--- src/rtl/pooling_row_sender_pkg.sv ---
// Shared types and sizing for the pooling-layer row sender.
// DATA_WIDTH falls back to 8 when the global define file has not set it.
`ifndef DATA_WIDTH
`define DATA_WIDTH 8
`endif

package pooling_pkg;

   localparam int DATA_WIDTH    = `DATA_WIDTH;
   localparam int INPUT_SIZE    = 6;
   localparam int KERNEL_SIZE   = 2;
   localparam int OUTPUT_SIZE   = INPUT_SIZE / KERNEL_SIZE;
   localparam int TOTAL_FEATURE = 4;
   localparam int FEATURE_WIDTH = 2;
   localparam int ROW_WIDTH     = 3;

   localparam int ROW_BITS   = INPUT_SIZE * DATA_WIDTH;
   localparam int FRAME_ROWS = TOTAL_FEATURE * INPUT_SIZE;
   localparam int CNT_WIDTH  = $clog2(FRAME_ROWS + 1);
   localparam int BEAT_WIDTH = (OUTPUT_SIZE > 1) ? $clog2(OUTPUT_SIZE) : 1;

   typedef enum logic [1:0] {
      IDLE  = 2'd0,
      RUN   = 2'd1,
      FLUSH = 2'd2
   } state_e;

   typedef struct packed {
      logic [FEATURE_WIDTH-1:0] feature;
      logic [ROW_WIDTH-1:0]     row;
      logic [ROW_BITS-1:0]      data;
   } row_tag_t;

   // Word 0 sits in the MSBs, so a left shift brings window k into the top words.
   function automatic logic [ROW_BITS-1:0] window_shift(input logic [ROW_BITS-1:0] row,
                                                        input logic [BEAT_WIDTH-1:0] beat);
      window_shift = row << (int'(beat) * KERNEL_SIZE * DATA_WIDTH);
   endfunction

endpackage

--- src/rtl/pooling_row_sender_if.sv ---
// Row handshake from the conv buffer plus the beat bus to the pooling layer.
// A row transfers on a rising edge with in_valid && in_ready; beats carry no back-pressure.
interface pooling_row_sender_if;
   import pooling_pkg::*;

   logic                     start;
   logic                     in_valid;
   logic                     in_ready;
   logic [ROW_BITS-1:0]      in_data;
   logic                     output_valid;
   logic [FEATURE_WIDTH-1:0] feature_idx;
   logic [ROW_WIDTH-1:0]     feature_row;
   logic [ROW_BITS-1:0]      data_out;
   logic                     busy;
   logic                     frame_done;
   state_e                   dbg_state;
`ifdef POOL_SENDER_CHECK_EN
   logic                     err;
`endif

   modport master (
      output start, output in_valid, output in_data,
      input in_ready, input output_valid, input feature_idx, input feature_row,
      input data_out, input busy, input frame_done, input dbg_state
`ifdef POOL_SENDER_CHECK_EN
      , input err
`endif
   );

   modport slave (
      input start, input in_valid, input in_data,
      output in_ready, output output_valid, output feature_idx, output feature_row,
      output data_out, output busy, output frame_done, output dbg_state
`ifdef POOL_SENDER_CHECK_EN
      , output err
`endif
   );

endinterface

--- src/rtl/pooling_row_buffer.sv ---
// Two-entry tagged row FIFO; the head entry is the row being serialised.
module pooling_row_buffer
   import pooling_pkg::*;
(
   input  logic     clk,
   input  logic     rst_n,
   input  logic     push_i,
   input  row_tag_t push_data_i,
   input  logic     pop_i,
   output row_tag_t head_o,
   output logic     full_o,
   output logic     empty_o
);

   row_tag_t   entry_q [2];
   logic       wr_ptr_q;
   logic       rd_ptr_q;
   logic [1:0] count_q;
   logic [1:0] count_d;

   always_comb begin
      count_d = count_q;
      case ({push_i, pop_i})
         2'b10:   count_d = count_q + 2'd1;
         2'b01:   count_d = count_q - 2'd1;
         default: count_d = count_q;
      endcase
   end

   always_ff @(posedge clk) begin
      if (!rst_n) begin
         entry_q[0] <= '0;
         entry_q[1] <= '0;
         wr_ptr_q   <= 1'b0;
         rd_ptr_q   <= 1'b0;
         count_q    <= 2'd0;
      end else begin
         if (push_i) begin
            entry_q[wr_ptr_q] <= push_data_i;
            wr_ptr_q          <= ~wr_ptr_q;
         end
         if (pop_i) rd_ptr_q <= ~rd_ptr_q;
         count_q <= count_d;
      end
   end

   assign head_o  = entry_q[rd_ptr_q];
   assign full_o  = (count_q == 2'd2);
   assign empty_o = (count_q == 2'd0);

endmodule

--- src/rtl/pooling_row_sender.sv ---
// Frame sequencer and row serialiser feeding pooling_layer_top.
// Optional POOL_SENDER_CHECK_EN adds a sticky protocol error flag on bus.err.
module pooling_row_sender
   import pooling_pkg::*;
(
   input logic                 clk,
   input logic                 rst_n,
   pooling_row_sender_if.slave bus
);

   state_e                   state_q, state_d;
   logic [CNT_WIDTH-1:0]     accepted_q, accepted_d;
   logic [ROW_WIDTH-1:0]     row_cnt_q, row_cnt_d;
   logic [FEATURE_WIDTH-1:0] feat_cnt_q, feat_cnt_d;
   logic [BEAT_WIDTH-1:0]    beat_q, beat_d;
   logic                     frame_done_q, frame_done_d;
   logic [ROW_BITS-1:0]      last_data_q;
   logic [FEATURE_WIDTH-1:0] last_feat_q;
   logic [ROW_WIDTH-1:0]     last_row_q;

   row_tag_t head;
   row_tag_t push_tag;
   logic     buf_full, buf_empty;
   logic     in_ready_w, accept, beat_valid, last_beat;

   assign in_ready_w = (state_q == RUN) && !buf_full && (accepted_q < CNT_WIDTH'(FRAME_ROWS));
   assign accept     = bus.in_valid && in_ready_w;
   assign beat_valid = !buf_empty;
   assign last_beat  = beat_valid && (beat_q == BEAT_WIDTH'(OUTPUT_SIZE - 1));
   assign push_tag   = '{feature: feat_cnt_q, row: row_cnt_q, data: bus.in_data};

   // Popping on the last beat while pushing lets the next row start with no bubble.
   pooling_row_buffer u_buf (
      .clk        (clk),
      .rst_n      (rst_n),
      .push_i     (accept),
      .push_data_i(push_tag),
      .pop_i      (last_beat),
      .head_o     (head),
      .full_o     (buf_full),
      .empty_o    (buf_empty)
   );

   always_comb begin
      state_d      = state_q;
      accepted_d   = accepted_q;
      row_cnt_d    = row_cnt_q;
      feat_cnt_d   = feat_cnt_q;
      beat_d       = beat_q;
      frame_done_d = 1'b0;

      case (state_q)
         IDLE: begin
            if (bus.start) begin
               state_d    = RUN;
               accepted_d = '0;
               row_cnt_d  = '0;
               feat_cnt_d = '0;
            end
         end
         RUN: begin
            if (accept && (accepted_q == CNT_WIDTH'(FRAME_ROWS - 1))) state_d = FLUSH;
         end
         FLUSH: begin
            // Last beat of the only remaining entry ends the frame.
            if (last_beat && !buf_full) begin
               state_d      = IDLE;
               frame_done_d = 1'b1;
            end
         end
         default: state_d = IDLE;
      endcase

      if (accept) begin
         accepted_d = accepted_q + 1'b1;
         if (row_cnt_q == ROW_WIDTH'(INPUT_SIZE - 1)) begin
            row_cnt_d  = '0;
            feat_cnt_d = feat_cnt_q + 1'b1;
         end else begin
            row_cnt_d = row_cnt_q + 1'b1;
         end
      end

      if (last_beat)       beat_d = '0;
      else if (beat_valid) beat_d = beat_q + 1'b1;
   end

   always_ff @(posedge clk) begin
      if (!rst_n) begin
         state_q      <= IDLE;
         accepted_q   <= '0;
         row_cnt_q    <= '0;
         feat_cnt_q   <= '0;
         beat_q       <= '0;
         frame_done_q <= 1'b0;
         last_data_q  <= '0;
         last_feat_q  <= '0;
         last_row_q   <= '0;
      end else begin
         state_q      <= state_d;
         accepted_q   <= accepted_d;
         row_cnt_q    <= row_cnt_d;
         feat_cnt_q   <= feat_cnt_d;
         beat_q       <= beat_d;
         frame_done_q <= frame_done_d;
         if (beat_valid) begin
            last_data_q <= window_shift(head.data, beat_q);
            last_feat_q <= head.feature;
            last_row_q  <= head.row;
         end
      end
   end

   assign bus.in_ready     = in_ready_w;
   assign bus.output_valid = beat_valid;
   assign bus.data_out     = beat_valid ? window_shift(head.data, beat_q) : last_data_q;
   assign bus.feature_idx  = beat_valid ? head.feature : last_feat_q;
   assign bus.feature_row  = beat_valid ? head.row : last_row_q;
   assign bus.busy         = (state_q != IDLE);
   assign bus.frame_done   = frame_done_q;
   assign bus.dbg_state    = state_q;

`ifdef POOL_SENDER_CHECK_EN
   logic err_q, err_d;

   always_comb begin
      err_d = err_q | (bus.in_valid & (state_q != RUN)) | (bus.start & (state_q != IDLE));
   end

   always_ff @(posedge clk) begin
      if (!rst_n) err_q <= 1'b0;
      else        err_q <= err_d;
   end

   assign bus.err = err_q;
`endif

endmodule

--- src/flat_wrapper.sv ---
// flat-port wrapper written by rule: the top's interface ports become plain ports
module pooling_row_sender_flat import pooling_pkg::*;
  (clk, rst_n, bus_start, bus_in_valid, bus_in_data, bus_in_ready, bus_output_valid, bus_feature_idx, bus_feature_row, bus_data_out, bus_busy, bus_frame_done, bus_dbg_state);
  pooling_row_sender_if bus_i ();
  input logic clk;
  input logic rst_n;
  input wire logic [$bits(bus_i.start)-1:0] bus_start;
  input wire logic [$bits(bus_i.in_valid)-1:0] bus_in_valid;
  input wire logic [$bits(bus_i.in_data)-1:0] bus_in_data;
  output wire logic [$bits(bus_i.in_ready)-1:0] bus_in_ready;
  output wire logic [$bits(bus_i.output_valid)-1:0] bus_output_valid;
  output wire logic [$bits(bus_i.feature_idx)-1:0] bus_feature_idx;
  output wire logic [$bits(bus_i.feature_row)-1:0] bus_feature_row;
  output wire logic [$bits(bus_i.data_out)-1:0] bus_data_out;
  output wire logic [$bits(bus_i.busy)-1:0] bus_busy;
  output wire logic [$bits(bus_i.frame_done)-1:0] bus_frame_done;
  output wire logic [$bits(bus_i.dbg_state)-1:0] bus_dbg_state;
  assign bus_i.start = bus_start;
  assign bus_i.in_valid = bus_in_valid;
  assign bus_i.in_data = bus_in_data;
  assign bus_in_ready = bus_i.in_ready;
  assign bus_output_valid = bus_i.output_valid;
  assign bus_feature_idx = bus_i.feature_idx;
  assign bus_feature_row = bus_i.feature_row;
  assign bus_data_out = bus_i.data_out;
  assign bus_busy = bus_i.busy;
  assign bus_frame_done = bus_i.frame_done;
  assign bus_dbg_state = bus_i.dbg_state;
  pooling_row_sender u_core (.clk(clk), .rst_n(rst_n), .bus(bus_i));
endmodule
--- config.mk ---
export PLATFORM = sky130hd
export DESIGN_NAME = pooling_row_sender_flat
export DESIGN_NICKNAME = d
export VERILOG_FILES = /design/src/rtl/pooling_row_sender_pkg.sv /design/src/rtl/pooling_row_sender_if.sv /design/src/rtl/pooling_row_buffer.sv /design/src/rtl/pooling_row_sender.sv /design/src/flat_wrapper.sv
export SDC_FILE = /design/constraint.sdc
export NUM_CORES = 1
export LEC_CHECK = 0
export CORE_MARGIN = 10
export CORE_UTILIZATION = 46
export CTS_BUF_LIST = sky130_fd_sc_hd__clkbuf_8
export DETAILED_ROUTE_END_ITERATION = 8
export PLACE_DENSITY = 0.69
export SLEW_MARGIN = 0
export SYNTH_ARGS = -nofsm -noshare
export SYNTH_HDL_FRONTEND = slang
export SYNTH_SLANG_ARGS = --single-unit
--- constraint.sdc ---
create_clock -name clk -period 15.4 [get_ports clk]
set_input_delay 1.54 -clock clk [delete_from_list [all_inputs] [get_ports clk]]
set_output_delay 1.54 -clock clk [all_outputs]
set_load 0.02 [all_outputs]
==> summary.md <==
| Metric | Value |
|---|---|
| IO buf count | `110` |
| GPL Wtd Cong | `0.7838` |
| H-tree Lvls | `4` |
| Crit Path Max Fanout | `35` |
| CTS Root Cell | `clkbuf_8` |
| Post-synthesis register bit count | `179` |
| Switch Pwr | `0.0002648 W` |
| Core area | `16640 µm²` |
| Hold path depth | `2` |
| Switching Fraction | `0.2649` |
| PwrDens | `106.0 nW/µm²` |
| Worst hold margin | `0.5163 ns` |
| Avg Inst Size Synth | `11.44 µm²` |
| Setup TNS | `0 ns` |
| Drt via density | `5.257` |
| Clk pwr share | `0.300` |
| Crit start category | `flop` |
| CP max stage cell | `inv_1` |
| Filler cells | `1397` |
| Starting Density | `0.4717` |
| Multi-input gate area | `2989 µm²` |
| Crit path DAT | `3.36 ns` |
| Met3 usage | `0.03992` |
| Die Y | `150.6 µm` |
| Layer with the highest usage | `met2` |
| Post-cts resize count | `0` |
| Run status | `completed` |
| Drt pass-1 iters | `4` |
| Area Overhead vs Synth | `20.18%` |
| Critical path depth | `5` |
| Final setup viols | `0` |
| Crit. End Element | `output pin` |
| Peak Freq | `204.1 MHz` |
| R2R depth | `4` |
| Total Wirelength | `18970 µm` |
| CTS sink cnt | `179` |
| CTS tree | `built` |
| Internal | `0.0007349 W` |
| Met2 Use GR | `0.2892` |
| Critical path required time | `13.86 ns` |
| GR Overflow Total | `0` |
| Largest net degree at the start of global routing | `63` |
| Initial DRC count | `330` |
| Share of layout cells above drive strength 1 | `0.07449` |
| Period utilization | `0.3181` |
| Max-slew headroom | `0.2707` |
| CTS Buf Count | `17` |
| Vias in the first global route | `5455` |
| Netlist cell types | `46` |
| Die area | `22690 µm²` |
| DRC | `0` |
| Synth Flop Type | `edfxtp_1` |
| CP peak stage delay | `0.75 ns` |
| Worst-path clk slew | `0.09 ns` |
| WP buf/inv | `2` |
| Crit Path Category | `flop to output pin` |
| Routed wire length per instance | `18.74 µm` |
| Post-synth EDFFs | `106` |
| Ys Warns | `0` |
| Mapped Nets | `741` |
| Initial antenna violation count | `0` |
| Worst-Skew Late Latency | `0.46 ns` |
| Final Power | `0.0009997 W` |
| Slew @ Worst Pin | `1.091 ns` |
| Antenna diodes | `0` |
| Power share of the sequential group | `0.540` |
| Synth Instances | `686` |
| CP top delay family | `buffers and inverters` |
| Register area | `4648 µm²` |
| Rows | `47` |
| Gate power share | `0.160` |
| Met1 track demand over resource | `0.2061` |
| Async SR Flop Fraction | `0` |
| RSZ-0062 raised after global routing | `no` |
| DR vias | `5320` |
| Dpl hpwl | `12620 µm` |
| Final ANT Viol Nets | `0` |
| Total track usage | `0.1689` |
| IO Count | `111` |
| Clock buffer depth | `2` |
| Hold Vio Cnt, Final | `0` |
| Sequential fraction of the synthesis area | `0.5916` |
| Max-slew violations | `0` |
| Final Skew | `0.01065 ns` |
| Die W | `150.6 µm` |
| Mapped Area | `7850 µm²` |
| IR drop worst, VDD | `0.00006542 V` |
| Nets | `834` |
| Worst path cell trace | `nor2_4 > inv_1 > nand2b_4 > o21ai_0 > clkdlybuf4s50_1` |
| First-pass GRT wire length | `29690 µm` |
| Post-route minimum period | `4.899 ns` |
| Hold Path Class | `flop to flop` |
| Post-CTS Hold Fix Bufs | `0` |
| Pleak | `3.390 nW` |
| Setup bufs post-CTS | `0` |
| Max-Cap Viols | `0` |
## tightest hold or removal path: stages (launching register included)
cell and delay, ns:
dfxtp_1 0.32, nor2_1 0.05, nor3_1 0.11
## metrics by stage
stage                 util  area (µm²)  cells  setup WS, ns
finish              0.5669        9434   1012         10.50
global route        0.5669        9434   1012         10.35
CTS                 0.5669        9434   1012         10.48
detailed placement  0.5452        9074    980         11.01
global placement    0.5452        9074    980         11.17
floorplan                -        7850    686         9.068
## metal layers
| layer | routed length, µm | part of all wire | vias up |
|---|---|---|---|
| met4 | 268 | 0.014 | 0 |
| met2 | 9591 | 0.51 | 126 |
| met1 | 7979 | 0.42 | 2592 |
| met3 | 1128 | 0.059 | 23 |
| li1 | - | - | 2579 |
| met5 | 0 | 0 | - |
## Yosys cell counts, types with 3 or more instances
cell      instances  area (µm²)
a21o_1            3       22.52
a21oi_1           5       25.02
a22o_1            3       26.28
and2_1          146       913.4
buf_2            10       50.05
buf_6             5       56.30
clkbuf_1         14       52.55
clkbuf_2         10       50.05
dfxtp_1          73        1461
edfxtp_1        106        3183
ha_1              3       37.54
inv_1             3       11.26
mux2i_1          54       540.5
nand2_1          41       153.9
nand2b_1          3       18.77
nand3_1           6       30.03
nor2_1           58       217.7
nor2_4            3       33.78
nor3_1           20       100.1
o211ai_2         16       200.2
o21ai_0          28       140.1
o21ai_1          14       70.07
o22ai_1          16       100.1
or3_1            17       106.4
xnor2_1           5       43.79
## cell usage in the layout (no fill, tap or decap), types with 2 or more instances in the layout
cell             synthesis  final
buf_4                    1      6
edfxtp_1               106    106
a22o_1                   3      3
nor2_4                   3      3
o21ai_4                  0      2
nand2b_1                 3      3
clkdlybuf4s50_1          0    110
clkinvlp_4               0      2
a21oi_1                  5      5
nand3_1                  6      6
mux2i_1                 54     54
nor2_1                  58     58
clkbuf_8                 0     17
or3_1                   17     17
and2_1                 146    146
bufinv_16                0      2
clkinv_2                 0      4
o21ai_0                 28     26
dfxtp_1                 73     72
inv_1                    3      6
o22ai_1                 16     16
clkinv_1                 1      4
nand2_1                 41     41
o2bb2ai_1                2      2
nor3_1                  20     20
a21o_1                   3      3
xnor2_1                  5      5
ha_1                     3      3
o211ai_2                16     16
xor2_1                   2      2
o21ai_1                 14     14
## power groups by stage
stage	Clock, W	Combinational (W)	Sequential (W)
5_1_grt	0.000325	0.000173	0.000542
3_3_place_gp	0	0.000158	0.000550
3_5_place_dp	0	0.000161	0.000551
4_1_cts	0.000306	0.000162	0.000540
2_1_floorplan	0	0.0000872	0.000551
6_report	0.000300	0.000160	0.000540
## logic make-up (layout without fill, tap and decap cells)
family | after synthesis | after routing | share of synthesized area
xor gates and xnor gates | 7 | 7 | 0.007810
muxes | 54 | 54 | 0.06886
AOI/OAI and AO/OA | 89 | 89 | 0.07874
and+or+nand+nor | 308 | 308 | 0.2177
DFF | 179 | 179 | 0.5916
adders and majority gates | 3 | 3 | 0.004782
buffers and inverters | 46 | 152 | 0.03044
## flip-flops by register name (all words and copies together), names as in the netlist, 2 cells and up, named ones only
signal and flops:
u_core.last_row_q 3, u_core.u_buf.entry_q 106, u_core.feat_cnt_q 2, u_core.beat_q 2, u_core.accepted_q 5, u_core.last_data_q 48
u_core.bus.dbg_state 2, u_core.row_cnt_q 3, u_core.last_feat_q 2, u_core.u_buf.count_q 2
## layout make-up
type	count	area share
well taps	220	0.02918
clock buffers	17	0.02480
repair buffers	116	0.1215
inverters	4	0.001592
flip-flops and latches	179	0.4927
multi-input cells	461	0.3168
clock inverters	15	0.01340
## final timing paths
path | end | start | slack [ns]
worst max-delay path | bus_data_out[0] | u_core.u_buf.count_q[0] | 10.50
worst max register to register | u_core.u_buf.entry_q[1][9] | u_core.bus.dbg_state[0] | 12.92
worst min-delay path | u_core.last_data_q[45] | u_core.last_data_q[45] | 0.52
worst min register to register | u_core.last_data_q[45] | u_core.last_data_q[45] | 0.52
No activity file was read; power rests on OpenSTA's default activity.
